### config.mk
export PLATFORM = sky130hd
export DESIGN_NAME = lcd_display_arbiter
export DESIGN_NICKNAME = d
export VERILOG_FILES = /design/src/rtl/lcd_display_arbiter.sv
export SDC_FILE = /design/constraint.sdc
export NUM_CORES = 1
export LEC_CHECK = 0
export BUFFER_PORTS_ARGS = -buffer_cell sky130_fd_sc_hd__buf_4
export CAP_MARGIN = 10
export CELL_PAD_IN_SITES_DETAIL_PLACEMENT = 1
export CELL_PAD_IN_SITES_GLOBAL_PLACEMENT = 2
export CORE_AREA = 2 2 303 305
export CTS_CLUSTER_DIAMETER = 80
export DETAILED_ROUTE_END_ITERATION = 10
export DIE_AREA = 0 0 305 307
export GPL_TIMING_DRIVEN = 0
export PLACE_DENSITY = 0.58
export SLEW_MARGIN = 25
export SYNTH_ARGS = -nofsm -noshare
export SYNTH_HDL_FRONTEND = slang
export SYNTH_SLANG_ARGS = --single-unit
### constraint.sdc
create_clock -name Clock_100MHz -period 5.7 [get_ports Clock_100MHz]
set_clock_uncertainty 0.1 [all_clocks]
set_input_delay 0.57 -clock Clock_100MHz [delete_from_list [all_inputs] [get_ports Clock_100MHz]]
set_output_delay 0.57 -clock Clock_100MHz [all_outputs]
set_load 0.05 [all_outputs]
### src/rtl/lcd_display_arbiter.sv
// Arbitrates the 16x2 LCD controller between keyboard text and status messages.
// Message frames are held on screen for a minimum time, then keyboard text is restored.
module lcd_display_arbiter #(
  parameter int unsigned HOLD_CYCLES = 100_000_000,
  parameter int unsigned HOLD_W      = 27,
  parameter int unsigned ACK_TIMEOUT = 16
) (
  input  logic         Clock_100MHz,
  input  logic         Reset,
  input  logic         Kbd_req,
  input  logic [127:0] Kbd_line_1,
  input  logic [127:0] Kbd_line_2,
  output logic         Kbd_gnt,
  input  logic         Msg_req,
  input  logic [127:0] Msg_line_1,
  input  logic [127:0] Msg_line_2,
  output logic         Msg_gnt,
  input  logic         Lcd_busy,
  output logic         Lcd_update,
  output logic [127:0] Line_1,
  output logic [127:0] Line_2,
  output logic         Owner,
  output logic         Lcd_timeout
);

  localparam int unsigned LINE_W = 128;
  localparam int unsigned ACK_W  = (ACK_TIMEOUT > 1) ? $clog2(ACK_TIMEOUT) : 1;
  localparam logic [LINE_W-1:0] BLANK = {16{8'h20}};

  typedef enum logic [1:0] {IDLE, UPDATE, WAIT_ACK, WAIT_DONE} state_t;

  state_t              state, state_n;
  logic [ACK_W-1:0]    ack_cnt, ack_cnt_n;
  logic [HOLD_W-1:0]   hold, hold_n, hold_load;
  logic [LINE_W-1:0]   line_1_n, line_2_n;
  logic                owner_n, kbd_gnt_n, msg_gnt_n, update_n, timeout_n;

  // State and output registers
  always_ff @(posedge Clock_100MHz) begin
    if (Reset) begin
      state       <= IDLE;
      ack_cnt     <= '0;
      hold        <= '0;
      Line_1      <= BLANK;
      Line_2      <= BLANK;
      Owner       <= 1'b0;
      Kbd_gnt     <= 1'b0;
      Msg_gnt     <= 1'b0;
      Lcd_update  <= 1'b0;
      Lcd_timeout <= 1'b0;
    end else begin
      state       <= state_n;
      ack_cnt     <= ack_cnt_n;
      hold        <= hold_n;
      Line_1      <= line_1_n;
      Line_2      <= line_2_n;
      Owner       <= owner_n;
      Kbd_gnt     <= kbd_gnt_n;
      Msg_gnt     <= msg_gnt_n;
      Lcd_update  <= update_n;
      Lcd_timeout <= timeout_n;
    end
  end

  // Only a message frame earns a hold when its write finishes
  assign hold_load = Owner ? HOLD_W'(HOLD_CYCLES) : '0;

  // Next-state and next-output logic
  always_comb begin
    state_n   = state;
    ack_cnt_n = ack_cnt;
    hold_n    = (hold != '0) ? hold - HOLD_W'(1) : hold;
    line_1_n  = Line_1;
    line_2_n  = Line_2;
    owner_n   = Owner;
    kbd_gnt_n = 1'b0;
    msg_gnt_n = 1'b0;
    update_n  = 1'b0;
    timeout_n = Lcd_timeout;

    case (state)
      IDLE: begin
        if (Msg_req) begin
          line_1_n  = Msg_line_1;
          line_2_n  = Msg_line_2;
          msg_gnt_n = 1'b1;
          owner_n   = 1'b1;
          state_n   = UPDATE;
        end else if (hold == '0 && (Owner || Kbd_req)) begin
          // Restore after a message, or a plain keyboard update
          line_1_n  = Kbd_line_1;
          line_2_n  = Kbd_line_2;
          kbd_gnt_n = Kbd_req;
          owner_n   = 1'b0;
          state_n   = UPDATE;
        end
      end
      UPDATE: begin
        update_n  = 1'b1;
        ack_cnt_n = '0;
        state_n   = WAIT_ACK;
      end
      WAIT_ACK: begin
        if (Lcd_busy) begin
          state_n = WAIT_DONE;
        end else if (ack_cnt == ACK_W'(ACK_TIMEOUT - 1)) begin
          timeout_n = 1'b1;
          hold_n    = hold_load;
          state_n   = IDLE;
        end else begin
          ack_cnt_n = ack_cnt + ACK_W'(1);
        end
      end
      WAIT_DONE: begin
        if (!Lcd_busy) begin
          hold_n  = hold_load;
          state_n = IDLE;
        end
      end
      default: state_n = IDLE;
    endcase
  end

endmodule

# Yosys cells after proc, flatten, opt, wreduce, memory -nomap -nowiden
# Cells that the tools add are included.
# Widths: inputs -> output; s select.
# op_classes
n_addsub	2
eq_ne	9
mux	23
bitwise	3
n_reduce_logical	13
# op_table
operator	n
$mux 128	4
$mux 27	5
$pmux 27 s2	1
$logic_not 27->1	1
$reduce_bool 27->1	1
$sub 27x1->27 const B	1
$mux 2	5
$reduce_and 3->1	3
$mux 4	2
$pmux 2 s4	1
$pmux 4 s2	1
$ne 2x2->1 const B	3
$ne 3x3->1 const B	2
$add 4x1->4 const B	1
$eq 2x2->1 const B	2
$eq 4x4->1 const B	1
$mux 1	4
$reduce_bool 2->1	2
$reduce_or 4->1	1
$not 1->1	3
$eq 2x1->1 const B	1
$logic_not 2->1	1
$reduce_and 2->1	1
$reduce_or 2->1	1
other kinds (2)	2
# totals
ff_bits	294
out_inout_bits	261

# Logic depth before layout (Yosys ltp)
# Gate-level depths: netlist (run 1).
# logic_depth
ltp_word	5
mapped_depth	9

# Least setup slack after synthesis (run 1)
# Ideal clock, no wire load.
# synth_timing
path_type	reg2reg
from	register hold[0]
to	register Line_1[101]
t_arrival_ps	2386
required_time_ps	5464
setup_slack_ps	3078
stages_incl_launch_ff	9
path_buffers	2
period_less_slack_ps	2622
cell_sequence	dfxtp_1 inv_1 ha_1 nor4b_1 or4b_1 a21oi_4 clkbuf_1 buf_2 a31oi_1
# synth_via
elab_chain_len	4
# synth_rtl
element	line	rtl
start: declaration	34	logic [HOLD_W-1:0] hold, hold_n, hold_load;
start signal: assignment	54	hold <= hold_n;
$logic_not 27->1	89	end else if (hold == '0 && (Owner || Kbd_req)) begin
$logic_and 1x1->1	89	
$reduce_bool 2->1 (no line)	n/a	
$reduce_and 2->1 (no line)	n/a	
end signal: assignment	55	Line_1 <= line_1_n;
end: declaration	20	output logic [127:0] Line_1,
# Every way passes these cells.
# A chain may end at the register's enable or synchronous reset.

# Worst setup path in the final report (run 1)
# layout_timing
from	register hold[0]
to	register Line_2[27]
# layout_via
elab_chain_len	4
# layout_rtl
element	line	rtl
$logic_not 27->1	89	
$logic_and 1x1->1	89	
$reduce_bool 2->1 (no line)	n/a	
$reduce_and 2->1 (no line)	n/a	
end signal: assignment	56	Line_2 <= line_2_n;
end: declaration	21	output logic [127:0] Line_2,
# Every way passes these cells.

==> impl_metrics.csv, run 1 <==
group,metric,value,unit
run_status,outcome,"finished clean",
cts,cts_resized,0,
timing,rsz0062_at_grt,"no",
cells_and_area,nets,2689,
die,die_x,305,um
flow_run,maxCapViolCount,0,
min_path,min_path_cells,3,
timing,fmax,252,MHz
detailed_routing,postRouteAntennaNets,0,
setup_path,path_depth,8,
grt,grt_use_total,15.3,%
synthesis,synth-compound-area-share,16.3,%
timing,fin_crit_sh,69.7,%
synthesis,synthArstFlopShare,0,%
placement,pre_cts_ws,1.66,ns
die,coreArea,0.0907,mm2
setup_path,critPathBufInv,3,
min_path,hp-class,"input port to register",
setup_path,crit_fanout,10,
cts,htreeDepth,2,
synthesis,synthMuxAreaShare,20.1,%
detailed_routing,firstDrtPassIters,4,
placement,dp.cells,3313,
cts,path_clk_slew,0.06,ns
timing,period_minus_slack,3.97,ns
min_path,hp-start,"Msg_line_1[13]",
cts,cts-root-buf,"clkbuf_16",
detailed_routing,drt-total-wl,75000,um
timing,hold_viol,0,
synthesis,syn_area,0.0129,mm2
cts,clock_latency,0.55,ns
placement,port-buffer-count,776,
synthesis,synth_common_cells,"294 x dfxtp_1, 257 x mux2i_1, 254 x nor2_1",
synthesis,synth_top_cell_by_area,"dfxtp_1",
cells_and_area,final_cell_count_no_fill,3392,
cts,cts_buffers,40,
synthesis,ys_ff_latch,294,
placement,dp_hpwl,61900,um
synthesis,synth_area_leaders,"dfxtp_1 46%, mux2i_1 20%, a211oi_1 13%, nor2_1 7.4%, buf_2 2.0%",
synthesis,yosys_warnings,0,
die,die_area,0.0936,mm2
setup_path,crit_required,6.00,ns
placement,gp_congestion,0.853,
setup_path,crit_path_start,"hold[0]$_SDFF_PP0_",
setup_path,worstPathArrival,4.27,ns
pwr,cellPowerDensity,489,mW/mm2
synthesis,synth_edf_count,0,
setup_path,crit_slowest_cell,"nor4b_1",
detailed_routing,drtIter0Drc,379,
setup_path,reg2reg_depth,8,
die,die_y,307,um
cells_and_area,regArea,0.00589,mm2
synthesis,synthCells,1351,
grt,antenna_found_initial,10,
synthesis,synth_xor_area_share,1.56,%
setup_path,crit_chain,"inv_1 > ha_1 > nor4b_1 > or4b_1 > a21oi_4 > clkbuf_1 > buf_2 > a211oi_1",
cells_and_area,drive_gt1_share,41.2,%
timing,hold_slack,0.239,ns
setup_path,max_stage_delay,0.70,ns
timing,final.setup.tns,0,ns
cts,cts_tree,"done",
timing,slew_violations,0,
cells_and_area,multi_input_area,0.00644,mm2
synthesis,synth_top_area_share,45.7,%
timing,setup_ws,1.73,ns
timing,tightestPinTransition,0.986,ns
setup_path,worstSetupPathType,"register to register",
synthesis,ys_seq_area_share,45.7,%
grt,grt_overflow,0,
grt,grt_pass1_vias,15200,
synthesis,syn_avg_cell_area,9.53,um2
die,initial_core_util,14.2,%
setup_path,r2r-start,"hold[0]$_SDFF_PP0_",
setup_path,end_kind,"register",
detailed_routing,via_count,13700,
setup_path,start_kind,"register",
die,io_pins,778,
synthesis,synth_top_family_by_area,"multiplexers",
synthesis,synth_ff_type,"dfxtp_1",
detailed_routing,drc_errors,0,
cells_and_area,fill_cells,10600,
cts,cts_hold_buffers,0,
placement,place_area,0.0202,mm2
synthesis,synth_most_common_cell,"dfxtp_1",
cts,cts.sinks,294,
grt,grt_max_degree,12,
cells_and_area,utilization,23.8,%
pwr,power,10.6,mW
synthesis,synthAdderAreaFrac,0.292,%
cts,post_cts_buffers,0,
synthesis,synth-simple-area-share,11.8,%
detailed_routing,viasPerCell,4.04,
pwr,ir_drop,0.191,mV
synthesis,syn_nets,1871,
timing,setup_viol,0,
detailed_routing,wl_per_cell,22.1,um
cells_and_area,postLayoutCellArea,0.0216,mm2
pwr,leakage,9.73,nW
cts,cts_buffer_depth,3,
cells_and_area,synthToLayoutAreaGrowth,67.6,%
die,rows,111,
synthesis,ys_types,42,
setup_path,path_delay_family,"simple AND/OR/NAND/NOR gates",
timing,slew_headroom,34.3,%
grt,grt_pass1_wl,105000,um
==> path summary, 6_finish.rpt <==
kind                              end  slack (ns)
max           Line_2[27]$_SDFFE_PP0P_        1.73
min           Line_1[13]$_SDFFE_PP1P_        0.24
max reg2reg   Line_2[27]$_SDFFE_PP0P_        1.73
min reg2reg  Lcd_timeout$_SDFFE_PP0P_        0.37
==> layer usage <==
layer  vias up  share of wire [%]  routed length (um)  track usage [%]
met4         6                2.3                1720             4.20
met1      6537                 40               29800             17.3
met5         -              0.047                  35                0
met3        82                7.6                5680             4.80
met2       490                 50               37700             27.4
li1       6581                  -                   -                -
==> state kept, by name, summed over array words and instances, names as in the netlist <==
signal	flops
Kbd_gnt	1
ack_cnt	4
Line_2	128
Lcd_timeout	1
state	2
Line_1	128
Owner	1
Lcd_update	1
Msg_gnt	1
hold	27
==> layout by cell type, fill, tap and decap left out, types with 11 or more instances in the layout <==
master,instances
clkbuf_8,11
nand2_1,14
clkbuf_16,41
clkbuf_1,70
xor2_1,14
dfxtp_1,294
a31oi_1,34
buf_2,52
a211oi_1,226
nor2_1,254
nor3_1,44
mux2i_1,257
o21ai_0,12
buf_4,778
==> kinds of logic (layout without fill, tap and decap cells) <==
family                   after synthesis  in the layout
buffers and inverters                128            976
AND/OR/NAND/NOR                      355            355
other                                  0              7
AO/OA/AOI/OAI                        290            290
multiplexers                         258            258
flip-flops                           294            294
adder cells (fa/ha/maj)                3              3
XOR/XNOR                              23             23
==> where the power goes <==
part           internal, mW  switching (mW)  total (mW)
Combinational          1.58            3.39        4.98
Sequential             2.61           0.365        2.97
Clock                  1.60            1.00        2.60
Total                  5.79            4.76        10.6
==> area by class of cell <==
class / instances / area share (%)
multi-input combinational: 929 / 29.9
clock inverter: 13 / 0.719
buffer: 123 / 2.51
clock buffer: 59 / 5.58
tap: 1186 / 6.88
sequential: 294 / 27.3
antenna: 7 / 0.0812
timing repair buffer: 776 / 27.0
inverter: 5 / 0.0870
==> worst min-delay path, stage by stage <==
cell     delay (ns)
buf_4          0.08
mux2i_1        0.06
a31oi_1        0.15
No activity file was read; power rests on OpenSTA's default activity.
==> inputs of run 2 (changes only) <==
ABC_AREA = 1   (was not set)
CORE_AREA = 2 2 306 308   (was 2 2 303 305)
DIE_AREA = 0 0 308 310   (was 0 0 305 307)
PLACE_DENSITY = 0.67   (was 0.58)
clock period = 3.5 ns   (was 5.7 ns; I/O delays follow)
==> impl_metrics.csv, run 2 <==
group,metric,value,unit
setup_path,crit_fanout,10,
timing,fin_crit_sh,84.3,%
synthesis,syn_nets,2619,
synthesis,synth_top_area_share,38.9,%
die,io_pins,778,
setup_path,r2r-start,"hold[0]$_SDFF_PP0_",
setup_path,r2r_slack,0.55,ns
cts,post_cts_buffers,0,
setup_path,crit_required,3.83,ns
synthesis,syn_area,0.0151,mm2
flow_run,maxCapViolCount,0,
timing,period_minus_slack,2.95,ns
grt,antenna_found_initial,4,
placement,dp_hpwl,70800,um
detailed_routing,drt-total-wl,87200,um
cts,cts_buffer_depth,3,
setup_path,start_kind,"register",
timing,setup_ws,0.549,ns
timing,tightestPinTransition,1.09,ns
timing,slew_violations,0,
synthesis,yosys_warnings,0,
synthesis,synthCells,2099,
timing,rsz0062_at_grt,"no",
die,die_area,0.0955,mm2
min_path,hold_path_end,"Line_2[125]$_SDFFE_PP1P_",
grt,grt_overflow,0,
grt,grt_max_degree,12,
min_path,hp-class,"input port to register",
cells_and_area,top_regs,"Line_1 (128), Line_2 (128), hold (27)",
detailed_routing,via_count,17600,
setup_path,r2r-end,"Line_2[6]$_SDFFE_PP0P_",
grt,grt_use_total,17.3,%
detailed_routing,viasPerCell,4.23,
die,die_y,310,um
timing,fmax,339,MHz
cells_and_area,drive_gt1_share,31.0,%
synthesis,synth_ff_type,"dfxtp_1",
cells_and_area,synthToLayoutAreaGrowth,57.7,%
setup_path,reg2reg_depth,13,
synthesis,synth_top_cell_by_area,"dfxtp_1",
timing,hold_viol,0,
pwr,cellPowerDensity,828,mW/mm2
timing,slew_headroom,27.3,%
cts,path_clk_slew,0.06,ns
setup_path,worstSetupPathType,"register to register",
cts,cts.sinks,294,
pwr,leakage,11.7,nW
synthesis,synth_area_leaders,"dfxtp_1 39%, mux2i_1 15%, nand2_1 11%, nand3_1 11%, a21oi_1 8.1%",
cts,cts-root-buf,"clkbuf_16",
detailed_routing,firstDrtPassIters,5,
die,rows,112,
die,die_x,308,um
cts,clock_latency,0.55,ns
detailed_routing,postRouteAntennaNets,0,
cts,cts_buffers,41,
detailed_routing,drc_errors,0,
min_path,min_path_cells,5,
pwr,ir_drop,0.246,mV
placement,pre_cts_ws,0.140,ns
synthesis,synth_edf_count,0,
synthesis,ys_ff_latch,294,
setup_path,worstPathArrival,3.28,ns
setup_path,end_kind,"register",
die,initial_core_util,16.4,%
cts,htreeDepth,2,
cells_and_area,final_cell_count_no_fill,4150,
synthesis,synthArstFlopShare,0,%
cts,cts_tree,"done",
synthesis,synth_common_cells,"451 x nand2_1, 318 x nand3_1, 295 x nor2_1",
synthesis,synth_most_common_cell,"nand2_1",
grt,grt_pass1_vias,18100,
run_status,outcome,"finished clean",
cells_and_area,mostFrequentLayoutCells,"787 x buf_4, 451 x nand2_1, 318 x nand3_1",
cells_and_area,nets,3442,
synthesis,ys_seq_area_share,38.9,%
detailed_routing,wl_per_cell,21.0,um
synthesis,ys_types,28,
grt,grt_pass1_wl,122000,um
timing,setup_viol,0,
placement,gp_congestion,0.849,
placement,port-buffer-count,775,
cells_and_area,mostFrequentLayoutCell,"buf_4",
die,coreArea,0.0925,mm2
placement,dp.cells,4072,
detailed_routing,drtIter0Drc,747,
synthesis,syn_avg_cell_area,7.21,um2
min_path,hp-start,"Kbd_line_2[125]",
setup_path,crit_path_start,"hold[0]$_SDFF_PP0_",
==> run 2: cell types whose count changed after synthesis, sizes merged, moves of 13 or more <==
cell,change
a21oi,+236
nor2,+42
a31oi,-32
inv,+32
nand4,+13
a211oi,-226
mux2i,-33
nand3,+310
clkbuf,+14
nand2,+440
nor3,-32
buf,+38
==> run 2: critical path: stages, from the launching register on <==
cell and delay (ns):
dfxtp_1 0.33, inv_1 0.23, ha_1 0.24, inv_1 0.05, nor2_1 0.11, nand2_1 0.07
nor2_1 0.12, nand2_2 0.17, o21ai_4 0.34, buf_4 0.36, buf_2 0.32, nand3_1 0.20
nand2_1 0.12, nor2_1 0.05
==> run 2: cells by family (layout without fill, tap and decap cells) <==
family	count (synthesis)	after routing	synth area share, %
and+or+nand+nor	1100	1100	30.4
DFF	294	294	38.9
AOI/OAI and AO/OA	257	257	8.66
muxes	224	224	14.8
buffers and inverters	213	1065	6.52
xor gates and xnor gates	8	8	0.463
adders and majority gates	3	3	0.248
other	0	2	0
==> run 2: cell type report <==
cell class	count	area, um2
plain buffers	175	850
well taps	1197	1500
flip-flops and latches	294	5890
clock inverters	11	121
inverters	38	143
diodes	2	5.00
fillers	11400	68600
clock buffers	61	1200
multi-input cells	1592	8270
repair buffers	780	5890
==> run 2: power breakdown <==
| part | switching, mW | internal (mW) | total, mW |
|---|---|---|---|
| Clock | 1.66 | 2.52 | 4.18 |
| Combinational | 7.49 | 3.15 | 10.6 |
| Sequential | 0.627 | 4.31 | 4.94 |
==> run 2: worst max-delay path by stage <==
stage | endpoint | slack (ns) | cells after the start
finish | Line_2[6]$_SDFFE_PP0P_ | 0.55 | 13
detailed placement | Line_2[17]$_SDFFE_PP0P_ | 0.14 | 7
global placement | Line_1[46]$_SDFFE_PP0P_ | -0.43 | 7
CTS | Line_1[43]$_SDFFE_PP0P_ | 0.40 | 13
global route | Line_1[43]$_SDFFE_PP0P_ | 0.25 | 13
floorplan | Line_1[101]$_SDFFE_PP1P_ | 1.54 | 13
==> run 2: repair_timing <==
item,in CTS,in global routing
setup endpoints to repair,0,0
hold buffers,4,0
hold endpoints to repair,4,0
gates resized for setup,0,0
==> run 2: metal layers <==
layer	up-vias	GRT usage, %	part of all wire (%)
li1	8684	-	-
met3	104	4.52	6.9
met5	-	0	0.0092
met2	519	30.0	48
met4	2	5.54	3.0
met1	8266	20.8	42
==> run 2: metrics by stage <==
| stage | hold slack (ns) | power (mW) | setup TNS [ns] | utilization [%] | cell area, um2 |
|---|---|---|---|---|---|
| floorplan | 0.339 | 11.8 | 0 | - | 15100 |
| global placement | 0.342 | 15.7 | -1.40 | 24.3 | 22400 |
| detailed placement | 0.348 | 15.8 | 0 | 24.3 | 22500 |
| CTS | 0.000335 | 20.1 | 0 | 25.8 | 23800 |
| global route | 0.0496 | 21.1 | 0 | 25.8 | 23900 |
| finish | 0.0409 | 19.8 | 0 | 25.8 | 23900 |
